===== src/rtl/wb_pkg.sv =====
// Shared types and helpers for the write-back burst block.
//   wb_state_t : FSM state encoding (IDLE, RUN, DONE)
//   sat_signed : sign-extend an acc_w-bit value held in 64 bits, then clamp
//                it to the signed range of data_w bits
package wb_pkg;

  typedef enum logic [1:0] {
    IDLE = 2'd0,
    RUN  = 2'd1,
    DONE = 2'd2
  } wb_state_t;

  // The argument is treated as an acc_w-bit two's-complement value. Any
  // bits above acc_w are discarded and replaced with copies of its sign bit.
  // The result is the clamped value, still held in 64 bits.
  function automatic logic signed [63:0] sat_signed(input logic signed [63:0] in,
                                                    input int acc_w,
                                                    input int data_w);
    logic signed [63:0] v;
    logic signed [63:0] hi;
    logic signed [63:0] lo;
    v  = (in <<< (64 - acc_w)) >>> (64 - acc_w);
    hi = (64'sd1 <<< (data_w - 1)) - 64'sd1;
    lo = -(64'sd1 <<< (data_w - 1));
    if (v > hi) begin
      return hi;
    end else if (v < lo) begin
      return lo;
    end
    return v;
  endfunction

endpackage


===== src/rtl/wb_lane_quant.sv =====
// Combinational post-processing for one accumulator lane.
// The lane is arithmetic-shifted right by SHIFT. If relu_en is set,
// negative results become 0. The value is then saturated to DATA_W bits.
// Ports:
//   acc     : ACC_W-bit signed accumulator value
//   relu_en : clamp negative shifted values to zero
//   q       : DATA_W-bit signed result
module wb_lane_quant
  import wb_pkg::*;
#(
  parameter int ACC_W  = 32,
  parameter int DATA_W = 16,
  parameter int SHIFT  = 8
) (
  input  logic [ACC_W-1:0]  acc,
  input  logic              relu_en,
  output logic [DATA_W-1:0] q
);

  logic signed [ACC_W-1:0] shifted;
  logic signed [ACC_W-1:0] gated;

  always_comb begin
    shifted = $signed(acc) >>> SHIFT;
    gated   = (relu_en && shifted[ACC_W-1]) ? '0 : shifted;
    // The size cast sign-extends because gated is signed.
    q       = DATA_W'(sat_signed(64'(gated), ACC_W, DATA_W));
  end

endmodule


===== src/rtl/write_back_burst.sv =====
// Burst write-back from the accumulator drain port to the output SRAM.
// On write_start, the block latches a destination address, a word count
// and a ReLU flag. It then accepts that many vectors from the drain port.
// Each lane of each vector is quantised. Each quantised vector is written
// one cycle later, at consecutive addresses that wrap at 2^ADDR_W.
// Ports:
//   clk, rst_n           : clock, asynchronous active-low reset
//   write_start          : start request, only looked at in IDLE
//   addr_des, len        : first address and word count, latched on start
//   relu_en              : ReLU enable, latched on start
//   acc_valid, acc_ready : drain handshake
//   acc_data             : LANES x ACC_W input vector
//   mem_we, mem_addr     : registered SRAM write strobe and address
//   mem_wdata            : registered LANES x DATA_W write data
//   busy                 : high in RUN and DONE
//   write_done           : one-cycle pulse, coincident with the last write
//   dbg_state            : current FSM state code, for observation
//
// Handshake: a vector transfers on every rising edge where acc_valid and
// acc_ready are both high. acc_ready depends only on the state, never on
// acc_valid. The producer may raise or drop acc_valid in any cycle; a
// cycle with acc_valid low transfers nothing.
module write_back_burst
  import wb_pkg::*;
#(
  parameter int DATA_W = 16,
  parameter int ACC_W  = 32,
  parameter int LANES  = 4,
  parameter int ADDR_W = 10,
  parameter int LEN_W  = 8,
  parameter int SHIFT  = 8
) (
  input  logic                    clk,
  input  logic                    rst_n,
  input  logic                    write_start,
  input  logic [ADDR_W-1:0]       addr_des,
  input  logic [LEN_W-1:0]        len,
  input  logic                    relu_en,
  input  logic                    acc_valid,
  output logic                    acc_ready,
  input  logic [LANES*ACC_W-1:0]  acc_data,
  output logic                    mem_we,
  output logic [ADDR_W-1:0]       mem_addr,
  output logic [LANES*DATA_W-1:0] mem_wdata,
  output logic                    busy,
  output logic                    write_done,
  output logic [1:0]              dbg_state
);

  wb_state_t               state;
  wb_state_t               next_state;
  logic [ADDR_W-1:0]       addr_q;
  logic [LEN_W-1:0]        remaining;
  logic                    relu_q;
  logic                    beat;
  logic [LANES*DATA_W-1:0] quant;

  // The ReLU flag comes from the latched copy, so toggling relu_en
  // mid-burst cannot affect data that is already in flight.
  for (genvar i = 0; i < LANES; i++) begin : g_lane
    wb_lane_quant #(
      .ACC_W (ACC_W),
      .DATA_W(DATA_W),
      .SHIFT (SHIFT)
    ) u_lane (
      .acc    (acc_data[i*ACC_W +: ACC_W]),
      .relu_en(relu_q),
      .q      (quant[i*DATA_W +: DATA_W])
    );
  end

  always_ff @(posedge clk or negedge rst_n) begin
    if (!rst_n) begin
      state <= IDLE;
    end else begin
      state <= next_state;
    end
  end

  always_comb begin
    next_state = state;
    acc_ready  = 1'b0;
    busy       = 1'b0;
    write_done = 1'b0;
    case (state)
      IDLE: begin
        if (write_start) begin
          next_state = (len == '0) ? DONE : RUN;
        end
      end
      RUN: begin
        acc_ready = 1'b1;
        busy      = 1'b1;
        if (acc_valid && (remaining == LEN_W'(1))) begin
          next_state = DONE;
        end
      end
      DONE: begin
        // The final beat registered its write on the edge that entered
        // DONE, so this pulse lines up with the last mem_we.
        busy       = 1'b1;
        write_done = 1'b1;
        next_state = IDLE;
      end
      default: next_state = IDLE;
    endcase
  end

  assign beat      = acc_valid && acc_ready;
  assign dbg_state = state;

  always_ff @(posedge clk or negedge rst_n) begin
    if (!rst_n) begin
      addr_q    <= '0;
      remaining <= '0;
      relu_q    <= 1'b0;
      mem_we    <= 1'b0;
      mem_addr  <= '0;
      mem_wdata <= '0;
    end else begin
      mem_we <= beat;
      if ((state == IDLE) && write_start) begin
        addr_q    <= addr_des;
        remaining <= len;
        relu_q    <= relu_en;
      end else if (beat) begin
        mem_addr  <= addr_q;
        mem_wdata <= quant;
        // Natural ADDR_W-bit rollover gives the 1023 -> 0 wrap.
        addr_q    <= addr_q + ADDR_W'(1);
        remaining <= remaining - LEN_W'(1);
      end
    end
  end

endmodule


===== config.mk =====
export PLATFORM = sky130hd
export DESIGN_NAME = write_back_burst
export DESIGN_NICKNAME = d
export VERILOG_FILES = /design/src/rtl/wb_pkg.sv /design/src/rtl/wb_lane_quant.sv /design/src/rtl/write_back_burst.sv
export SDC_FILE = /design/constraint.sdc
export NUM_CORES = 1
export LEC_CHECK = 0
export BUFFER_PORTS_ARGS = -buffer_cell sky130_fd_sc_hd__buf_2
export CORE_ASPECT_RATIO = 1.2
export CORE_UTILIZATION = 50
export CTS_BUF_LIST = sky130_fd_sc_hd__clkbuf_4 sky130_fd_sc_hd__clkbuf_8
export DETAILED_ROUTE_END_ITERATION = 12
export PLACE_DENSITY = 0.9
export SLEW_MARGIN = 20
export SYNTH_ARGS = -nofsm -noshare
export SYNTH_HDL_FRONTEND = slang
export SYNTH_SLANG_ARGS = --single-unit

===== constraint.sdc =====
create_clock -name clk -period 5.1 [get_ports clk]
set_input_delay 0.765 -clock clk [delete_from_list [all_inputs] [get_ports clk]]
set_output_delay 0.765 -clock clk [all_outputs]
set_load 0.02 [all_outputs]

==> summary.txt <==
Antenna Violating Nets Remaining: 0
PnR Total Power: 3.42 mW
Total GRT Usage: 23.9%
P_leak: 2.63 nW
TritonCTS clock tree: built
Commonest non-fill, non-tap cell in the layout: buf_2
Post-synthesis sequential area ratio: 56.3%
Starting density of the core: 52.1%
Final setup fails: 0
Placed cells: 626
Max Clock Freq: 0.330 GHz
Period Utilization, post-route: 59.4%
Pre-antenna DRT Iters: 5
Synth warnings: 0
Final core occ: 66.9%
Proportion of synthesized area in mux cells: 2.64%
Worst path arrival time: 3.32 ns
Vias in the first global route: 3385
IO Port Bufs: 198
DR vias/cell: 5.67
Synthesis-stage register bit count: 96
FF-to-FF path depth: 7
CTS H-tree depth: 3
Synth Cell Area: 0.00427 sq mm
Core area: 0.00820 sq mm
Ports: 231
Syn nets: 489
CTS Root Cell: clkbuf_8
Worst R2R Setup Slack: 2.07 ns
Worst setup margin: 2.07 ns
Worst hold slack: 0.394 ns
Fillers: 649
Number of setup buffers added after CTS: 0
Status: complete, no violations
Clk buf depth: 2
Critical Path Start Type: register
Cells after synthesis: 332
Final Hold Fails: 0
Ant diodes: 0
Final Cell Area: 0.00549 sq mm
# nets final: 680
Area added between synthesis and finish: 28.6%
Hpwl dp: 7980 microns
Synth Area in Simple Gates: 9.94%
Netlist cell types: 38
Max Cap Viol: 0
Reg-to-Reg Start: dbg_state[1]$_DFFE_PN0P_
TritonCTS Sinks: 96
Detailed Route WL: 10900 microns
Site Rows: 36
Clk slew on worst S/H paths: 0.09 ns
Pre-CTS setup slack: 2.02 ns
Total number of vias: 3635
Die width: 86.3 microns
Placed Area: 0.00529 sq mm
Main combinational cell family by area after synthesis: compound AO/OA/AOI/OAI gates
Reg2Reg Capture Point: mem_wdata[2]$_DFFE_PN0P_
Largest fanout on the critical path: 86
First-pass GRT wire length: 16400 microns
Adder-Cell Fraction of Synth Area: 1.76%
Post-synthesis compound-gate area fraction: 22.1%
Initial antenna violation count: 0
CP required: 5.39 ns
Synth top area cells: dfrtp_1 (56%), a221o_2 (10%), a221o_1 (5.2%)
Xor/xnor share of the synthesized area: 3.28%
Layout cells sized above 1: 52.4%
Worst skew pair latency: 0.35 ns
Worst Tran Pin Value: 1.03 ns
GP Congestion: 0.829
DRC violations left: 0
Syn Area/Cell: 12.9 sq um
RSZ-0062 raised after global routing: no
Chip Height: 103 microns
Headroom to the max-slew limit: 31.5%
Storage cell area: 0.00240 sq mm
Setup total negative slack: 0 ns
Hold Crit Class: input pin to asynchronous set/reset pin
Post-synth top area share: 56.3%
Maximum VDD drop: 0.349 mV
Finished Layout Cells: 641
Minimum clock period: 3.03 ns
# resized after CTS: 0
Most frequent cells in the layout: buf_2 (197), dfrtp_1 (96), a221o_2 (38)
Skew final: 0.0125 ns
Largest net degree at the start of global routing: 87
First-iteration detailed-routing DRC count: 161
WL per Instance: 17.0 microns
Full die area: 0.00891 sq mm
Crit path capture type: register
Critical path type: register to register
Global route overflow: 0
Yosys top cell by area: dfrtp_1
Slew Viols, Final: 0
CTS buffer count: 9
Cell area power density: 623 mW/mm^2
Footprint of the multi-input gates: 0.00171 sq mm
Hold Buf Count CTS: 0
==> routing by layer <==
layer	share of wire, %	GRT usage (%)
met1	40	30.1
met2	52	40.4
met3	5.5	4.44
met4	2.0	10.9
met5	0	0
==> flip-flops by register name, summed over array words and instances, names as in the netlist <==
name       cells
mem_wdata     64
addr_q        10
mem_addr      10
remaining      8
dbg_state      2
mem_we         1
relu_q         1
==> Yosys cell counts, drive strengths merged <==
cell type   n
a21boi      1
nand3       2
a221o      60
dfrtp      96
o32ai       4
a31oi       1
ha          6
and2        1
nor2        5
nand3b      1
or4         1
or3         1
o31a        1
a211oi      4
buf        15
and4        1
clkbuf      6
o21ai      24
inv         5
nand2      34
nor4       11
o21a        1
a21oi       1
xnor2      10
and3        1
nand4      13
nand2b      4
and2b       1
nor3        4
mux2       10
nand4bb     1
xor2        6
==> report_power, final <==
group | internal, mW | switching [mW]
Clock | 0.248 | 0.251
Sequential | 1.13 | 0.243
Combinational | 0.673 | 0.872
Total | 2.05 | 1.37
==> critical path, cell delays in order, from the launching register on <==
cell      delay, ns
dfrtp_1        0.40
inv_1          0.10
ha_1           0.33
nand2_2        0.15
inv_2          0.18
nand2_4        0.53
a211oi_2       1.01
a221o_2        0.24
==> worst max path at each step <==
stage          slack (ns)  depth (start not counted)                startpoint                        end
2_1_floorplan        2.85                          7  dbg_state[1]$_DFFE_PN0P_  mem_wdata[37]$_DFFE_PN0P_
3_3_place_gp         2.07                          6                 acc_valid  mem_wdata[61]$_DFFE_PN0P_
3_5_place_dp         2.02                          6                 acc_valid  mem_wdata[56]$_DFFE_PN0P_
4_1_cts              2.07                          7  dbg_state[1]$_DFFE_PN0P_  mem_wdata[56]$_DFFE_PN0P_
5_1_grt              1.79                          7  dbg_state[1]$_DFFE_PN0P_  mem_wdata[57]$_DFFE_PN0P_
6_report             2.07                          7  dbg_state[1]$_DFFE_PN0P_   mem_wdata[2]$_DFFE_PN0P_
==> final cells by class <==
cell class	instances	share of cell area [%]
multi-input combinational	210	31.2
timing repair buffer	201	18.5
sequential	96	43.8
tap	114	2.60
inverter	5	0.342
clock inverter	3	0.775
clock buffer	12	2.78
==> kinds of logic (layout without fill, tap and decap cells) <==
logic type / Yosys count / in the layout
flip-flops: 96 / 96
buffers and inverters: 26 / 221
AND/OR/NAND/NOR: 81 / 81
adder cells (fa/ha/maj): 6 / 6
multiplexers: 10 / 10
XOR/XNOR: 16 / 16
AO/OA/AOI/OAI: 97 / 97
No activity file was read; power rests on OpenSTA's default activity.
